### src/rtl/mctrl_pkg.sv
// Shared definitions for the multicycle controller: state encodings,
// opcode/funct field values and the 4-bit ALU control codes.
package mctrl_pkg;

    typedef enum logic [3:0] {
        S_FETCH  = 4'd0,
        S_DECODE = 4'd1,
        S_MEMADR = 4'd2,
        S_MEMRD  = 4'd3,
        S_MEMWB  = 4'd4,
        S_MEMWR  = 4'd5,
        S_EXEC   = 4'd6,
        S_RWB    = 4'd7,
        S_BRANCH = 4'd8,
        S_JUMP   = 4'd9,
        S_ADDIEX = 4'd10,
        S_ADDIWB = 4'd11,
        S_TRAP   = 4'd12
    } state_t;

    localparam logic [5:0] OP_RTYPE = 6'b000000;
    localparam logic [5:0] OP_LW    = 6'b100011;
    localparam logic [5:0] OP_SW    = 6'b101011;
    localparam logic [5:0] OP_BEQ   = 6'b000100;
    localparam logic [5:0] OP_BNE   = 6'b000101;
    localparam logic [5:0] OP_ADDI  = 6'b001000;
    localparam logic [5:0] OP_J     = 6'b000010;

    localparam logic [5:0] FN_ADD  = 6'b100000;
    localparam logic [5:0] FN_ADDU = 6'b100001;
    localparam logic [5:0] FN_SUB  = 6'b100010;
    localparam logic [5:0] FN_SUBU = 6'b100011;
    localparam logic [5:0] FN_AND  = 6'b100100;
    localparam logic [5:0] FN_OR   = 6'b100101;
    localparam logic [5:0] FN_SLT  = 6'b101010;
    localparam logic [5:0] FN_SLL  = 6'b000000;
    localparam logic [5:0] FN_SRL  = 6'b000010;

    localparam logic [3:0] AC_AND = 4'b0000;
    localparam logic [3:0] AC_OR  = 4'b0001;
    localparam logic [3:0] AC_ADD = 4'b0010;
    localparam logic [3:0] AC_SUB = 4'b0110;
    localparam logic [3:0] AC_SLT = 4'b0111;
    localparam logic [3:0] AC_SLL = 4'b1000;
    localparam logic [3:0] AC_SRL = 4'b1001;
    localparam logic [3:0] AC_BAD = 4'b1111;

endpackage

### src/rtl/alu_decoder.sv
// Combinational ALU control decode from ALUOp and the R-type funct field.
module alu_decoder
    import mctrl_pkg::*;
(
    input  logic [1:0] ALUOp,
    input  logic [5:0] funct,
    output logic [3:0] ALUControl
);

    // ALUOp selects add/sub directly; 10 defers to funct; 11 is unused.
    always_comb begin
        ALUControl = AC_BAD;
        case (ALUOp)
            2'b00: ALUControl = AC_ADD;
            2'b01: ALUControl = AC_SUB;
            2'b10: begin
                case (funct)
                    FN_ADD, FN_ADDU: ALUControl = AC_ADD;
                    FN_SUB, FN_SUBU: ALUControl = AC_SUB;
                    FN_AND:          ALUControl = AC_AND;
                    FN_OR:           ALUControl = AC_OR;
                    FN_SLT:          ALUControl = AC_SLT;
                    FN_SLL:          ALUControl = AC_SLL;
                    FN_SRL:          ALUControl = AC_SRL;
                    default:         ALUControl = AC_BAD;
                endcase
            end
            default: ALUControl = AC_BAD;
        endcase
    end

endmodule

### src/rtl/multicycle_control.sv
// Multicycle MIPS-style control unit: Moore FSM, PC-enable logic and a
// retired-instruction counter. Build option MCTRL_ILLEGAL_TRAP_EN sends
// illegal opcodes to a sticky TRAP state instead of treating them as no-ops.
//
// Memory handshake: MemReady=1 means the memory finishes the access being
// requested this cycle; it is only observed in FETCH, MEMRD and MEMWR and
// the FSM holds in those states until it sees it.
module multicycle_control
    import mctrl_pkg::*;
#(
    parameter int ALUCTRL_W = 4,
    parameter int CNT_W     = 16
) (
    input  logic                 clk,
    input  logic                 rst_n,
    input  logic [5:0]           Opcode,
    input  logic [5:0]           funct,
    input  logic                 Zero,
    input  logic                 MemReady,
    output logic                 IorD,
    output logic                 MemRead,
    output logic                 MemWrite,
    output logic                 IRWrite,
    output logic                 MemtoReg,
    output logic                 RegDst,
    output logic                 RegWrite,
    output logic                 ALUSrcA,
    output logic                 PCEn,
    output logic [1:0]           ALUSrcB,
    output logic [1:0]           ALUOp,
    output logic [1:0]           PCSource,
    output logic [ALUCTRL_W-1:0] ALUControl,
    output logic [3:0]           State,
    output logic [CNT_W-1:0]     InstrRetired,
    output logic                 Illegal
);

    state_t           state_q, state_d;
    logic [CNT_W-1:0] cnt_q;
    logic             retire;
    logic [3:0]       alu_code;

    // State and retired-instruction counter registers.
    always_ff @(posedge clk or negedge rst_n) begin
        if (!rst_n) begin
            state_q <= S_FETCH;
            cnt_q   <= '0;
        end else begin
            state_q <= state_d;
            if (retire) cnt_q <= cnt_q + 1'b1;
        end
    end

    // Next-state selection; Opcode comes from the IR so it is stable after FETCH.
    always_comb begin
        state_d = state_q;
        case (state_q)
            S_FETCH:  if (MemReady) state_d = S_DECODE;
            S_DECODE: begin
                case (Opcode)
                    OP_LW, OP_SW:   state_d = S_MEMADR;
                    OP_RTYPE:       state_d = S_EXEC;
                    OP_BEQ, OP_BNE: state_d = S_BRANCH;
                    OP_ADDI:        state_d = S_ADDIEX;
                    OP_J:           state_d = S_JUMP;
`ifdef MCTRL_ILLEGAL_TRAP_EN
                    default:        state_d = S_TRAP;
`else
                    default:        state_d = S_FETCH;
`endif
                endcase
            end
            S_MEMADR: state_d = (Opcode == OP_SW) ? S_MEMWR : S_MEMRD;
            S_MEMRD:  if (MemReady) state_d = S_MEMWB;
            S_MEMWB:  state_d = S_FETCH;
            S_MEMWR:  if (MemReady) state_d = S_FETCH;
            S_EXEC:   state_d = S_RWB;
            S_RWB:    state_d = S_FETCH;
            S_BRANCH: state_d = S_FETCH;
            S_JUMP:   state_d = S_FETCH;
            S_ADDIEX: state_d = S_ADDIWB;
            S_ADDIWB: state_d = S_FETCH;
`ifdef MCTRL_ILLEGAL_TRAP_EN
            S_TRAP:   state_d = S_TRAP;
`endif
            default:  state_d = S_FETCH;
        endcase
    end

    // An instruction retires when it completes back into FETCH; the illegal
    // no-op path from DECODE is deliberately excluded.
    always_comb begin
        retire = 1'b0;
        if (state_d == S_FETCH) begin
            case (state_q)
                S_MEMWB, S_MEMWR, S_RWB, S_BRANCH, S_JUMP, S_ADDIWB: retire = 1'b1;
                default: retire = 1'b0;
            endcase
        end
    end

    // Moore control decode, with IRWrite/PCEn qualified by MemReady and Zero.
    always_comb begin
        IorD     = 1'b0;
        MemRead  = 1'b0;
        MemWrite = 1'b0;
        IRWrite  = 1'b0;
        MemtoReg = 1'b0;
        RegDst   = 1'b0;
        RegWrite = 1'b0;
        ALUSrcA  = 1'b0;
        PCEn     = 1'b0;
        ALUSrcB  = 2'b00;
        ALUOp    = 2'b00;
        PCSource = 2'b00;
        case (state_q)
            S_FETCH: begin
                MemRead = 1'b1;
                ALUSrcB = 2'b01;
                IRWrite = MemReady;
                PCEn    = MemReady;
            end
            S_DECODE: ALUSrcB = 2'b11;
            S_MEMADR: begin
                ALUSrcA = 1'b1;
                ALUSrcB = 2'b10;
            end
            S_MEMRD: begin
                IorD    = 1'b1;
                MemRead = 1'b1;
            end
            S_MEMWB: begin
                RegWrite = 1'b1;
                MemtoReg = 1'b1;
            end
            S_MEMWR: begin
                IorD     = 1'b1;
                MemWrite = 1'b1;
            end
            S_EXEC: begin
                ALUSrcA = 1'b1;
                ALUOp   = 2'b10;
            end
            S_RWB: begin
                RegWrite = 1'b1;
                RegDst   = 1'b1;
            end
            S_BRANCH: begin
                ALUSrcA  = 1'b1;
                ALUOp    = 2'b01;
                PCSource = 2'b01;
                PCEn     = (Opcode == OP_BNE) ? ~Zero : Zero;
            end
            S_JUMP: begin
                PCSource = 2'b10;
                PCEn     = 1'b1;
            end
            S_ADDIEX: begin
                ALUSrcA = 1'b1;
                ALUSrcB = 2'b10;
            end
            S_ADDIWB: RegWrite = 1'b1;
            default: ;
        endcase
    end

    alu_decoder u_alu_decoder (
        .ALUOp      (ALUOp),
        .funct      (funct),
        .ALUControl (alu_code)
    );

`ifdef MCTRL_ILLEGAL_TRAP_EN
    assign Illegal    = (state_q == S_TRAP);
    assign ALUControl = Illegal ? '0 : ALUCTRL_W'(alu_code);
`else
    assign Illegal    = 1'b0;
    assign ALUControl = ALUCTRL_W'(alu_code);
`endif

    assign State        = state_q;
    assign InstrRetired = cnt_q;

endmodule

### config.mk
export PLATFORM = sky130hd
export DESIGN_NAME = multicycle_control
export DESIGN_NICKNAME = d
export VERILOG_FILES = /design/src/rtl/mctrl_pkg.sv /design/src/rtl/alu_decoder.sv /design/src/rtl/multicycle_control.sv
export SDC_FILE = /design/constraint.sdc
export NUM_CORES = 1
export LEC_CHECK = 0
export CAP_MARGIN = 20
export CORE_ASPECT_RATIO = 1.2
export CORE_UTILIZATION = 60
export CTS_CLUSTER_SIZE = 10
export DETAILED_ROUTE_END_ITERATION = 8
export DONT_BUFFER_PORTS = 1
export PLACE_DENSITY = 0.79
export SYNTH_ARGS = -nofsm -noshare
export SYNTH_HDL_FRONTEND = slang
export SYNTH_HIERARCHICAL = 1
export SYNTH_SLANG_ARGS = --single-unit
### constraint.sdc
create_clock -name clk -period 2.5 [get_ports clk]
set_input_delay 0.5 -clock clk [delete_from_list [all_inputs] [get_ports clk]]
set_output_delay 0.5 -clock clk [all_outputs]
set_load 0.02 [all_outputs]
==> Word level (Yosys, flattened, before mapping) <==
Index checks and enable logic that the tools add are counted.
{ "classes": {"n_addsub": 1, "eq_ne": 27, "n_mux": 23, "bitwise": 1, "reduce_logical": 15} }
{ "op_table": {"columns": ["operator", "count"], "rows": [
  ["case mux 4 bit (7 select lines)", 2],
  ["== test 6 bit, second input constant", 9],
  ["case mux 4 bit (5 select lines)", 1],
  ["adder 16 x 1 -> 16 bit, second input constant", 1],
  ["== test 4 x 3 -> 1 bit, second input constant", 4],
  ["== test 4 bit, second input constant", 4],
  ["OR reduction 2 bit", 7],
  ["== test 6 x 2 -> 1 bit, second input constant", 2],
  ["== test 6 x 3 -> 1 bit, second input constant", 2],
  ["logical NOT 6 bit", 2],
  ["two-way mux 4 bit", 3],
  ["case mux 4 bit (3 select lines)", 1],
  ["two-way mux 1 bit", 11],
  ["== test 4 x 2 -> 1 bit, second input constant", 2],
  ["logical NOT 4 bit", 2],
  ["case mux 2 bit (2 select lines)", 2],
  ["== test 6 x 4 -> 1 bit, second input constant", 1],
  ["case mux 2 bit (3 select lines)", 1],
  ["OR reduction 6 bit", 1],
  ["== test 4 x 1 -> 1 bit, second input constant", 1],
  ["OR reduction 4 bit", 1],
  ["two-way mux 3 bit", 1],
  ["case mux 1 bit (3 select lines)", 1],
  ["OR reduction 3 bit", 1],
  ["4 further kinds", 4]
]} }
{ "word_totals": {"reg_bits": 20, "in_bits": 16, "output_inout_bits": 40, "wordCells": 69} }

==> Longest topological paths before layout <==
Gate-level depths: netlist (run 1).
{ "depth": {"ltp_word": 6, "ltp_mapped": 6, "depth_no_buf": 5} }

==> Modules after synthesis <==
Netlist (run 1), hierarchy kept.
{ "by_module_without_submodules": {"columns": ["mod", "instances", "cells_per_inst", "area_each_um2", "seq_area_each_um2"], "rows": [
  ["multicycle_control", 1, 147, 1365.1, 500.5],
  ["alu_decoder", 1, 16, 95.1, 0.0]
]} }

==> Least setup slack after synthesis (run 1) <==
No wires, ideal clock.
{ "synth_timing": {"path_kind": "register to output", "start": "reg state_q[1] (netlist: State[1])", "end": "out ALUControl[3]", "arrival_time_ns": 2.201, "required_time_ns": 2.000, "path_slack_ns": -0.201, "path_stages_with_launch": 7, "path_buffers": 2, "cell_sequence": "dfrtp_1 > buf_6 > clkbuf_1 > nand2b_1 > nor3_1 > a211oi_1 > a31oi_1"} }
{ "synth_between": {"elab_chain_cells": 4, "elab_cells_between_ends": 7, "classes_between": "eq/ne: 4; mux: 2; reduce/logical: 1"} }
{ "synth_lines": {"columns": ["element", "line_no", "rtl"], "rows": [
  ["start, declared", "multicycle_control.sv:38", "state_t state_q, state_d;"],
  ["start signal, assigned", "multicycle_control.sv:49", "state_q <= state_d;"],
  ["== test 4 bit or == test 4 x 3 -> 1 bit (tied branches)", "multicycle_control.sv:116", "case (state_q)"],
  ["case mux 2 bit (2 select lines) *", "multicycle_control.sv:116", null],
  ["named net ALUOp[0]", "multicycle_control.sv:30", "output logic [1:0] ALUOp,"],
  ["== test 2 bit (tied with other cells)", "alu_decoder.sv:13", "case (ALUOp)"],
  ["case mux 4 bit (3 select lines) *", "alu_decoder.sv:13", null],
  ["end, declared", "multicycle_control.sv:32", "output logic [ALUCTRL_W-1:0] ALUControl,"]
]} }
The timed path passes the listed nets; every way through them passes the cells marked *.

==> Worst setup path after layout (run 1) <==
{ "layout_timing": {"start": "reg state_q[3] (netlist: State[3])", "end": "out ALUControl[1]"} }
{ "layout_between": {"elab_chain_cells": 4, "elab_cells_between_ends": 7, "classes_between": "eq/ne: 4; mux: 2; reduce/logical: 1"} }
{ "layout_lines": {"columns": ["element", "line_no"], "rows": [
  ["== test 4 bit or == test 4 x 3 -> 1 bit (tied branches)", "multicycle_control.sv:116"],
  ["case mux 2 bit (2 select lines) *", "multicycle_control.sv:116"],
  ["== test 2 bit (tied with other cells)", "alu_decoder.sv:13"],
  ["case mux 4 bit (3 select lines) *", "alu_decoder.sv:13"]
]} }
Mark *: on every way between the ends. The rest lies on a longest branch, timed or not.

==> results.json, run 1 <==
{
  "run_status": "completed",
  "fill_cells": 190,
  "cts_tree": "done",
  "seqCellArea_sq_um": 503,
  "first_global_vias": 1218,
  "cp_data_required_time_ps": 2000,
  "ys_seq_elements": 20,
  "reg2reg_from": "State[1]",
  "synthTopCellsByArea": "dfrtp_1, xnor2_1, nor3_1, nand4_1, and3_1",
  "clockBufferDepth": 2,
  "multiInputGateArea_sq_um": 901,
  "synth.mux.area_fraction_pct": 1.03,
  "synth_area_sq_um": 1460,
  "rsz0062_at_grt": "no",
  "ir_worst_vdd_mv": 0.692,
  "min-delay-start": "Opcode[4]",
  "post-place-cells": 201,
  "synth_top_family_by_area": "simple AND/OR/NAND/NOR gates",
  "htree_levels": 1,
  "slew_headroom_pct": 42.2,
  "drt_iter0_drc": 37,
  "hold_class": "in2reg",
  "seq_area_frac_synth_pct": 34.3,
  "period_share_pct": 97.8,
  "crit_path_start": "State[3]",
  "first_pass_iters": 5,
  "p_leak_nw": 0.669,
  "yosys.area.top_type": "dfrtp_1",
  "final_core_util_pct": 70.6,
  "fin_ws_ps": 54.8,
  "synth_compound_gate_area_share_pct": 13.5,
  "die_w_microns": 47.0,
  "critPathMaxFanout": 10,
  "drc": 0,
  "synthCells": 163,
  "dieArea_sq_um": 2640,
  "rrSetupSlack_ps": 320,
  "cap_violations": 0,
  "vias_per_cell": 6.35,
  "wirelength_microns": 3310,
  "grt_max_degree": 21,
  "post-place-ws_ps": 313,
  "worstSetupEndpointType": "output pin",
  "placed_cell_area_sq_um": 1580,
  "instances_no_fill": 206,
  "clkLatencyLatePin_ps": 310,
  "max_freq_mhz": 409,
  "wl_per_cell_microns": 16.1,
  "setup_tns_ps": 0,
  "row_count": 19,
  "n_antenna_cell": 0,
  "core_sq_um": 2310,
  "startpoint_type": "register",
  "post_cts_buffers": 0,
  "layout-drive-gt1-share_pct": 20.0,
  "cts_buffers": 3,
  "synthDistinctLibCells": 44,
  "finalPower_mw": 1.48,
  "fin_hold_ws_ps": 407,
  "layout_min_cycle_time_ps": 2450,
  "critPathArrivalTime_ps": 1950,
  "clockRootBuffer": "clkbuf_4",
  "io_pins": 56,
  "avgSynthCellArea_sq_um": 8.96,
  "hold_violations": 0,
  "clk_pin_slew_ps": 120,
  "grt_first_pass_wirelength_microns": 5180,
  "synth_top_area_share_pct": 34.3,
  "antenna_found_initial": 0,
  "synth-xor-area-share_pct": 13.1,
  "start_util_pct": 63.3,
  "synth_fp_nets": 180,
  "grt_overflow": 0,
  "vias": 1308,
  "die_h_microns": 56.0,
  "synthArstFlopShare_pct": 100,
  "setup-violations-final": 0,
  "synthFlopType": "dfrtp_1",
  "synthAdderAreaFrac_pct": 0.857,
  "gp_congestion": 0.822,
  "fin_area_sq_um": 1630,
  "track_usage_pct": 26.4,
  "finalNetCount": 193,
  "ys_warn_count": 6,
  "tightestPinTransition_ps": 864,
  "slew_violations": 0,
  "skew_ps": 2.32,
  "area_delta_synth_final_pct": 11.5,
  "ant_nets": 0,
  "place_hpwl_microns": 2470,
  "synthSimpleGateAreaFrac_pct": 32.3,
  "clock-sinks": 20,
  "io_buffers": 0,
  "power_density_nw_per_um2": 912,
  "synth_edf_count": 0,
  "crit_type": "reg2out"
}
## cell usage after synthesis (2+ instances only)
library cell  count
and2_1            2
nor3_1           14
o21ai_0           9
nand4_1          11
xnor2_1          19
and4_1            2
nand2_1          10
a211oi_1          2
inv_1             3
clkbuf_1          5
buf_4             3
nor2_1           11
dfrtp_1          20
and3_1            8
nor2b_1           2
nand3_1           5
nand2b_1          5
a21oi_1           6
## power breakdown
group	internal [mW]	switching, mW	total (mW)	leakage (nW)
Sequential	0.371	0.127	0.498	0.268
Clock	0.0890	0.105	0.195	0.0210
Combinational	0.303	0.488	0.791	0.380
## worst paths after layout
path | endpoint | cells past startpoint
worst min-delay path | State[1] | 3
worst max register to register | InstrRetired[1] | 6
max in group asynchronous | State[1] | 1
min in group asynchronous | InstrRetired[8] | 1
worst max-delay path | ALUControl[1] | 4
worst min register to register | InstrRetired[15] | 1
## kinds of logic (layout without fill, tap and decap cells)
| kind of cell | after synthesis | after routing |
|---|---|---|
| AO/OA/AOI/OAI | 26 | 26 |
| XOR/XNOR | 21 | 21 |
| adder cells (fa/ha/maj) | 1 | 1 |
| buffers and inverters | 13 | 25 |
| flip-flops | 20 | 20 |
| multiplexers | 1 | 1 |
| other | 1 | 1 |
| AND/OR/NAND/NOR | 80 | 80 |
## area by class of cell
| cell class | count | area share (%) |
|---|---|---|
| clock buffer | 4 | 2.23 |
| inverter | 3 | 0.692 |
| multi-input combinational | 130 | 55.3 |
| sequential | 20 | 30.9 |
| tap | 31 | 2.38 |
| timing repair buffer | 18 | 8.46 |
## timing repair
item / 4_1_cts / 5_1_grt
resized for setup: 1 / 2
hold buffers: 1 / 0
endpoints found under the setup margin: 1 / 1
hold endpoints to repair: 20 / 0
## state kept, by name, indices dropped and copies added (netlist names)
register / flops
InstrRetired: 16
State: 4
## critical path: stages, from the launching register on
cell	delay, ps
dfrtp_2	520
or2b_1	300
nor2_2	120
inv_1	60
or4b_1	630
## routing by layer
| metal | vias up | part of all wire (%) | track usage, % |
|---|---|---|---|
| met5 | - | 0 | 0 |
| met4 | 0 | 2.0 | 10.6 |
| met3 | 11 | 6.0 | 5.84 |
| met2 | 66 | 52 | 45.2 |
| met1 | 622 | 40 | 30.1 |
| li1 | 609 | - | - |
## cells in the final DEF, fill, tap and decap left out, types with 3 or more instances in the layout
master     n
nand2_1   10
o21ai_0    9
and3_1     8
nand2b_1   5
clkbuf_4   3
nor2_1    10
dfrtp_1   18
nand3_1    5
xnor2_1   19
nand4_1   11
a21oi_1    6
nor3_1    13
buf_4     17
Power figures use the tool's default switching activity.
==> inputs of run 2 (changes only) <==
--- a/config.mk
+++ b/config.mk
@@ -12,6 +12,7 @@
 export DETAILED_ROUTE_END_ITERATION = 8
 export DONT_BUFFER_PORTS = 1
 export PLACE_DENSITY = 0.79
+export SKIP_LAST_GASP = 1
 export SYNTH_ARGS = -nofsm -noshare
 export SYNTH_HDL_FRONTEND = slang
 export SYNTH_HIERARCHICAL = 1
==> results of run 2 <==
The final DEF is identical to that of run 1; final timing and power are the same.
